File: config.mk
export PLATFORM = sky130hd
export DESIGN_NAME = uart_rx_fifo
export DESIGN_NICKNAME = d
export VERILOG_FILES = /design/src/rtl/uart_pkg.sv /design/src/rtl/uart_fifo_ram.sv /design/src/rtl/uart_rx_fifo.sv
export SDC_FILE = /design/constraint.sdc
export NUM_CORES = 1
export LEC_CHECK = 0
export CAP_MARGIN = 10
export CELL_PAD_IN_SITES_DETAIL_PLACEMENT = 0
export CELL_PAD_IN_SITES_GLOBAL_PLACEMENT = 1
export CORE_MARGIN = 8
export CORE_UTILIZATION = 30
export CTS_BUF_LIST = sky130_fd_sc_hd__clkbuf_4 sky130_fd_sc_hd__clkbuf_8 sky130_fd_sc_hd__clkbuf_16
export DETAILED_ROUTE_END_ITERATION = 12
export PLACE_DENSITY = 0.57
export SKIP_CTS_REPAIR_TIMING = 1
export SKIP_LAST_GASP = 1
export SLEW_MARGIN = 20
export SYNTH_ARGS = -nofsm -noshare
export SYNTH_HDL_FRONTEND = slang
export SYNTH_SLANG_ARGS = --single-unit
File: constraint.sdc
create_clock -name clk -period 3.7 [get_ports clk]
set_clock_uncertainty 0.15 [all_clocks]
set_input_delay 0.74 -clock clk [delete_from_list [all_inputs] [get_ports clk]]
set_output_delay 0.74 -clock clk [all_outputs]
set_load 0.01 [all_outputs]
File: src/rtl/uart_pkg.sv
// rtl/uart_pkg.sv - shared UART constants
// Constants shared by the deserializer, the receive FIFO and the register
// interface.
//   UART_DATA_W            : width of one received character
//   UART_RXFIFO_DEPTH_LOG2 : log2 of the default receive FIFO depth
package uart_pkg;

  localparam int UART_DATA_W            = 8;
  localparam int UART_RXFIFO_DEPTH_LOG2 = 4;

endpackage

File: src/rtl/uart_fifo_ram.sv
// rtl/uart_fifo_ram.sv - simple dual-port storage array for the UART FIFO
// One synchronous write port and one combinational read port. The array has
// no reset, so its contents are undefined until written.
//   clk   : write clock
//   we    : write enable
//   waddr : write address
//   wdata : write data
//   raddr : read address
//   rdata : read data, combinational from raddr
module uart_fifo_ram
  import uart_pkg::*;
#(
  parameter int WIDTH      = UART_DATA_W,
  parameter int DEPTH_LOG2 = UART_RXFIFO_DEPTH_LOG2
) (
  input  logic                  clk,
  input  logic                  we,
  input  logic [DEPTH_LOG2-1:0] waddr,
  input  logic [WIDTH-1:0]      wdata,
  input  logic [DEPTH_LOG2-1:0] raddr,
  output logic [WIDTH-1:0]      rdata
);

  logic [WIDTH-1:0] mem [0:(1 << DEPTH_LOG2)-1];

  always_ff @(posedge clk) begin
    if (we) begin
      mem[waddr] <= wdata;
    end
  end

  assign rdata = mem[raddr];

endmodule

File: src/rtl/uart_rx_fifo.sv
// rtl/uart_rx_fifo.sv - UART receive FIFO between deserializer and registers
// First-word-fall-through byte buffer with fill level, threshold interrupt
// and a sticky overrun flag (drop-newest when full, no backpressure).
//   clk, rst      : clock and asynchronous active-high reset
//   in_tdata      : received byte from the deserializer
//   in_tvalid     : in_tdata valid
//   in_tready     : registered, 1 from the first edge after reset
//   out_tdata     : oldest stored byte
//   out_tvalid    : FIFO non-empty
//   out_tready    : pop strobe from the register read
//   flush         : synchronous clear of the contents
//   threshold     : interrupt fill threshold, 0 disables
//   level         : number of stored bytes
//   full          : level equals the depth
//   thr_irq       : registered, level >= threshold and threshold != 0
//   overrun       : sticky, a byte was dropped because the FIFO was full
//   overrun_clr   : synchronous clear of overrun
module uart_rx_fifo
  import uart_pkg::*;
#(
  parameter int DEPTH_LOG2 = UART_RXFIFO_DEPTH_LOG2,
  parameter int WIDTH      = UART_DATA_W
) (
  input  logic                  clk,
  input  logic                  rst,
  input  logic [WIDTH-1:0]      in_tdata,
  input  logic                  in_tvalid,
  output logic                  in_tready,
  output logic [WIDTH-1:0]      out_tdata,
  output logic                  out_tvalid,
  input  logic                  out_tready,
  input  logic                  flush,
  input  logic [DEPTH_LOG2:0]   threshold,
  output logic [DEPTH_LOG2:0]   level,
  output logic                  full,
  output logic                  thr_irq,
  output logic                  overrun,
  input  logic                  overrun_clr
);

  localparam int              LW        = DEPTH_LOG2 + 1;
  localparam logic [LW-1:0]   DEPTH_LVL = LW'(1 << DEPTH_LOG2);

  logic [DEPTH_LOG2-1:0] wr_ptr;
  logic [DEPTH_LOG2-1:0] rd_ptr;
  logic [LW-1:0]         level_q;
  logic [LW-1:0]         level_nxt;
  logic                  in_fire;
  logic                  pop_ok;
  logic                  push_ok;
  logic                  drop;

  assign level      = level_q;
  assign out_tvalid = (level_q != '0);
  assign full       = (level_q == DEPTH_LVL);

  // Flush wins over everything; a push while full only lands if a pop on the
  // same edge frees the slot, otherwise it is dropped and flagged.
  assign in_fire = in_tvalid & in_tready;
  assign pop_ok  = out_tvalid & out_tready & ~flush;
  assign push_ok = in_fire & ~flush & (~full | pop_ok);
  assign drop    = in_fire & ~flush & full & ~pop_ok;

  always_comb begin
    level_nxt = level_q;
    if (flush) begin
      level_nxt = '0;
    end else begin
      case ({push_ok, pop_ok})
        2'b10:   level_nxt = level_q + LW'(1);
        2'b01:   level_nxt = level_q - LW'(1);
        default: level_nxt = level_q;
      endcase
    end
  end

  always_ff @(posedge clk or posedge rst) begin
    if (rst) begin
      in_tready <= 1'b0;
      wr_ptr    <= '0;
      rd_ptr    <= '0;
      level_q   <= '0;
      thr_irq   <= 1'b0;
      overrun   <= 1'b0;
    end else begin
      in_tready <= 1'b1;
      level_q   <= level_nxt;
      if (flush) begin
        wr_ptr <= '0;
        rd_ptr <= '0;
      end else begin
        if (push_ok) wr_ptr <= wr_ptr + 1'b1;
        if (pop_ok)  rd_ptr <= rd_ptr + 1'b1;
      end
      // Interrupt follows the level the FIFO is about to hold.
      thr_irq <= (threshold != '0) && (level_nxt >= threshold);
      // A drop on the same edge as a clear keeps the flag set.
      if (drop) begin
        overrun <= 1'b1;
      end else if (overrun_clr) begin
        overrun <= 1'b0;
      end
    end
  end

  uart_fifo_ram #(
    .WIDTH      (WIDTH),
    .DEPTH_LOG2 (DEPTH_LOG2)
  ) u_ram (
    .clk   (clk),
    .we    (push_ok),
    .waddr (wr_ptr),
    .wdata (in_tdata),
    .raddr (rd_ptr),
    .rdata (out_tdata)
  );

endmodule
Yosys cells after proc, flatten, opt, wreduce, memory -nomap -nowiden
Memories as Yosys holds them, arrays and structs flattened.
Index checks and enable logic that the tools add are counted.
{ "totals": {"ff_bits": 16, "ram_bits": 128, "inputBits": 19, "out_inout_bits": 18, "word_cells": 42, "n_memories": 1} }
{ "mem_list": {"columns": ["name", "depth", "width", "rd", "rd_ports_with_merged_regs", "write_ports", "line", "rtl"], "rows": [
  ["u_ram.mem", 16, 8, 1, 0, 1, "uart_fifo_ram.sv:24", "logic [WIDTH-1:0] mem [0:(1 << DEPTH_LOG2)-1];"]
]} }
{ "classes": {"add_sub_neg": 4, "n_lt_le_gt_ge": 1, "n_eq_ne": 3, "muxes": 10, "bitwise_logic": 11, "reduce_logical": 6} }
{ "op_table": {"columns": ["operator", "n"], "rows": [
  ["$mux W4", 4],
  ["$pmux W5 S2", 1],
  ["$reduce_bool A5 Y1", 2],
  ["$add A4 B1 Y4 const B", 2],
  ["$and A1 B1 Y1", 7],
  ["$reduce_bool A2 Y1", 3],
  ["$add A5 B1 Y5 const B", 1],
  ["$eq A5 B5 Y1 const B", 1],
  ["$ge A5 B5 Y1", 1],
  ["$mux W5", 1],
  ["$sub A5 B1 Y5 const B", 1],
  ["$mux W1", 4],
  ["$not A1 Y1", 3],
  ["$eq A2 B1 Y1 const B", 1],
  ["$eq A2 B2 Y1 const B", 1],
  ["$logic_and A1 B1 Y1", 1],
  ["$or A1 B1 Y1", 1]
]} }

Depth between registers and ports, before layout
{ "depth": {"word_depth": 10, "ltp_mapped": 11, "mapped_depth_nobuf": 11} }

By module
From an unflattened synthesis, not the netlist that was laid out.
{ "unflattened": {"cells_unflattened": 330, "hier_area_um2": 6019.5} }
{ "by_module_without_submodules": {"columns": ["mod", "instances", "cells_per_inst", "area_each_um2", "seq_area_each_um2"], "rows": [
  ["uart_fifo_ram", 1, 221, 4987.3, 3843.7],
  ["uart_rx_fifo", 1, 109, 1032.2, 400.4]
]} }

Worst setup path after synthesis
No wires, ideal clock.
{ "synth_timing": {"path_type": "input port to flip-flop", "startpoint": "input port out_tready", "endpoint": "register thr_irq", "setup_time_ns": 0.127, "t_arrival_ns": 2.734, "required_time_ns": 3.423, "path_slack_ns": 0.689, "stages": 10, "path_buffers": 0, "cell_sequence": "a21bo_2 > a211o_2 > fa_1 > nand2b_1 > a21oi_1 > nand4_1 > a31oi_1 > ha_1 > o22ai_1 > a21oi_1"} }
{ "synth_between": {"elab_chain_cells": 9, "elab_cells_between_ends": 10, "cone_classes": "1 x order compare; 2 x eq/ne; 2 x mux; 4 x bitwise; 1 x reduce/logical"} }
{ "synth_rtl": {"columns": ["item", "line", "rtl"], "rows": [
  ["start, declared", "uart_rx_fifo.sv:31", "input logic out_tready,"],
  ["$and A1 B1 Y1 * (2 in a row)", "uart_rx_fifo.sv:60", "assign pop_ok = out_tvalid & out_tready & ~flush;"],
  ["$or A1 B1 Y1", "uart_rx_fifo.sv:61", "assign push_ok = in_fire & ~flush & (~full | pop_ok);"],
  ["$and A1 B1 Y1", "uart_rx_fifo.sv:61", null],
  ["$eq A2 B1 Y1 / $eq A2 B2 Y1 (equally long branches)", "uart_rx_fifo.sv:69", "case ({push_ok, pop_ok})"],
  ["$pmux W5 S2 *", "uart_rx_fifo.sv:69", null],
  ["$mux W5 *", "uart_rx_fifo.sv:66", "if (flush) begin"],
  ["named net level_nxt[4]", "uart_rx_fifo.sv:47", "logic [LW-1:0] level_nxt;"],
  ["$ge A5 B5 Y1 *", "uart_rx_fifo.sv:96", "thr_irq <= (threshold != '0) && (level_nxt >= threshold);"],
  ["$logic_and A1 B1 Y1 *", "uart_rx_fifo.sv:96", null],
  ["end signal, assigned", "uart_rx_fifo.sv:96", null],
  ["end, declared", "uart_rx_fifo.sv:36", "output logic thr_irq,"]
]} }
Mark *: on every way through the listed nets, which the timed path passes. The rest lies on a longest branch.
A chain may end at the register's enable or synchronous reset.

Worst setup path after layout
{ "layout_timing": {"startpoint": "register rd_ptr[0]", "endpoint": "output port out_tdata[5]"} }
{ "layout_between": {"elab_chain_cells": 1} }
{ "layout_rtl": {"columns": ["item", "line", "rtl"], "rows": [
  ["start, declared", "uart_rx_fifo.sv:45", "logic [DEPTH_LOG2-1:0] rd_ptr;"],
  ["start signal, assigned", "uart_rx_fifo.sv:93", "if (pop_ok) rd_ptr <= rd_ptr + 1'b1;"],
  ["$mem_v2 Z16 W8", null, null],
  ["end, declared", "uart_rx_fifo.sv:29", "output logic [WIDTH-1:0] out_tdata,"]
]} }
No other way between the ends.

==> results.yml <==
run_status:
  status: "finished clean"
synth:
  ys_warn_count: 0
  syn_inst: 342
  netlist_area_mm2: 0.006088
  netlist.area_leader.share_pct: 63.13
  yosys.area.top_type: "edfxtp_1"
  synth-seq-cells: 144
  synth_area_leaders: "edfxtp_1 63%, mux4_2 12%, dfrtp_1 6.6%"
  avgSynthCellArea_um2: 17.80
  synth_nets: 375
  synthFlopType: "edfxtp_1"
  async_reset_ff_share_pct: 11.11
  ys_seq_area_share_pct: 69.71
  synth-edff-count: 128
  yosysUniqueCellTypes: 47
worst_hold_path:
  hold_end: "overrun$_DFFE_PP0P_"
  worstHoldStart: "overrun$_DFFE_PP0P_"
  min_path_cells: 2
  worst_hold_path_type: "flop to flop"
grt:
  grt_use_total_pct: 11.27
  grt_util_met3_pct: 2.959
  antenna_found_initial: 0
  grt_pass1_wl_um: 20400
  busiest_layer: "met2"
  grt_use_met1_pct: 14.48
  grt_remaining_overflow: 0
  gr-usage-met2_pct: 17.96
  grt_max_degree: 33
  grt_pass1_vias: 3487
clock_network:
  ctsHtreeMaxLevel: 4
  cts_num_sinks: 144
  cts.reportedPaths.clkPinSlew_ns: 0.06
  clockBufferDepth: 2
  numCtsBuffers: 17
  cts-root-buf: "clkbuf_16"
  cts_tree: "built"
  insertion_delay_ns: 0.42
worst_setup_path:
  cp_data_required_time_ns: 2.81
  worst-path-max-fanout: 20
  slowest_stage: "dfrtp_4"
  crit_path_cell_trace: "buf_12 > mux4_2 > a22oi_1 > nand2_1 > clkdlybuf4s50_1"
  reg2regPathDepth: 11
  path_class: "flop to output pin"
  crit_family: "buffers and inverters"
  r2r-end: "thr_irq$_DFF_PP0_"
  slowest_delay_ns: 0.54
  start_kind: "flop"
  cp-end-kind: "output pin"
  cp.buffers_inverters: 2
  r2r-start: "level[1]$_DFF_PP0_"
  reg2reg_slack_ns: 0.56
  worst_ep_arrival_time_ns: 2.64
cells_and_area:
  final_common_cell: "edfxtp_1"
  fill_cells: 1856
  area_growth_pct: 23.20
  stdcell_area_mm2: 0.007501
  drive_gt1_share_pct: 23.00
  nets: 433
  n_antenna_cell: 0
  final_cell_mix: "128 x edfxtp_1, 36 x clkdlybuf4s50_1, 32 x mux4_2"
floorplanning:
  die_w_um: 158.5
  die_h_um: 158.5
  rows: 52
  die-area_mm2: 0.02511
  io_pins: 37
  core_mm2: 0.02010
  initial_utilization_pct: 30.28
timing:
  tightest_slew_ns: 0.7776
  max_freq_mhz: 283.3
  setup_viol: 0
  final_hold_viol_count: 0
  drv_slew: 0
  maxSlewHeadroom_pct: 48.05
  post-route-period-util_pct: 95.40
  min_period_ns: 3.530
  setup_tns_ns: 0
  grt_setup_unrepaired: "no"
placed_design:
  io_buffers: 36
  dpl_cell_area_mm2: 0.006885
  dp.final_hpwl_um: 8350
  gp_congestion: 0.7717
routing:
  vias: 3175
  ant_nets: 0
  remaining_drc_errors: 0
  viasPerCell: 4.649
  drt_iter0_markers: 148
  firstDrtPassIters: 4
  routed_wl_um: 13040
  wire_per_inst_um: 19.09
power_and_ir_drop:
  ir_drop_v: 0.0002795
  power_density_mw_per_mm2: 611.9
  p_total_mw: 4.590
  leakagePower_nw: 2.534
flow_run:
  cap_viol_max_count: 0
routing by layer:
metal | up-vias | part of all wire, %
li1 | 1475 | -
met2 | 60 | 48
met3 | 16 | 4.0
met5 | - | 0
met1 | 1624 | 47
met4 | 0 | 1.7
registers in the layout, summed over array words and instances, names as in the netlist:
name       cells
wr_ptr         4
in_tready      1
u_ram.mem    128
level          5
overrun        1
rd_ptr         4
thr_irq        1
Yosys cell counts, types with 2 or more instances:
cell type  count
a211oi_1       2
a21oi_1        4
a22oi_1       16
a31oi_1        3
and2_1         9
buf_1          2
buf_2          4
buf_4          2
buf_6          3
clkbuf_1       5
dfrtp_1       16
edfxtp_1     128
ha_1          13
inv_1         17
mux2i_1        3
mux4_2        32
nand2_1       13
nand2b_1       5
nand3_1        5
nor2_1        13
nor2b_1        2
nor3b_1        2
nor4_1         4
nor4bb_1       2
o211ai_1       3
o21ai_0        6
o31ai_1        4
or4_1          2
xnor2_1        2
xor2_1         3
how the worst max path moves through the flow:
stage / start / end / slack, ns / cells after the start
finish: rd_ptr[0]$_DFFE_PP0P_ / out_tdata[5] / 0.17 / 5
global route: rd_ptr[0]$_DFFE_PP0P_ / out_tdata[5] / 0.04 / 5
CTS: rd_ptr[0]$_DFFE_PP0P_ / out_tdata[5] / 0.06 / 5
detailed placement: out_tready / thr_irq$_DFF_PP0_ / -0.06 / 11
global placement: out_tready / thr_irq$_DFF_PP0_ / -0.0003 / 11
floorplan: out_tready / thr_irq$_DFF_PP0_ / 0.69 / 10
layout make-up:
cell class | count | area [um2] | share of cell area, %
Clock buffer | 18 | 432.9 | 5.771
Clock inverter | 14 | 180.2 | 2.402
Inverter | 17 | 63.81 | 0.8507
Multi-Input combinational cell | 165 | 1710 | 22.80
Sequential cell | 144 | 4248 | 56.63
Tap cell | 270 | 337.8 | 4.504
Timing Repair Buffer | 55 | 528.0 | 7.039
report_power, final:
| group | internal [mW] | switching [mW] | leakage (nW) |
|---|---|---|---|
| Sequential | 1.81 | 0.0690 | 1.37 |
| Combinational | 0.518 | 0.441 | 0.872 |
| Clock | 1.08 | 0.676 | 0.295 |
| Total | 3.40 | 1.19 | 2.53 |
worst min-delay path, cell delays in order, from the launching register on:
cell and delay (ns):
dfrtp_1 0.35, nand2b_1 0.06, o41ai_1 0.06
stage by stage:
stage          utilization [%]  std cells  setup WS (ns)  hold slack (ns)
6_report                 37.31        683         0.1703           0.3499
2_1_floorplan                -        342         0.6894           0.3657
4_1_cts                  37.30        683        0.06109           0.3585
5_1_grt                  37.31        683        0.03589           0.3920
3_5_place_dp             34.25        651       -0.05754           0.3274
3_3_place_gp             34.25        651     -0.0002660           0.3407
cells by family after synthesis:
kind of cell	Yosys count	share of synthesized area [%]
buffers and inverters	33	2.610
adder cells (fa/ha/maj)	14	3.000
AND/OR/NAND/NOR	61	5.548
XOR/XNOR	5	0.7194
other	1	0.06159
AO/OA/AOI/OAI	48	5.837
multiplexers	36	12.52
flip-flops	144	69.71
(Power assumes the default switching activity.)
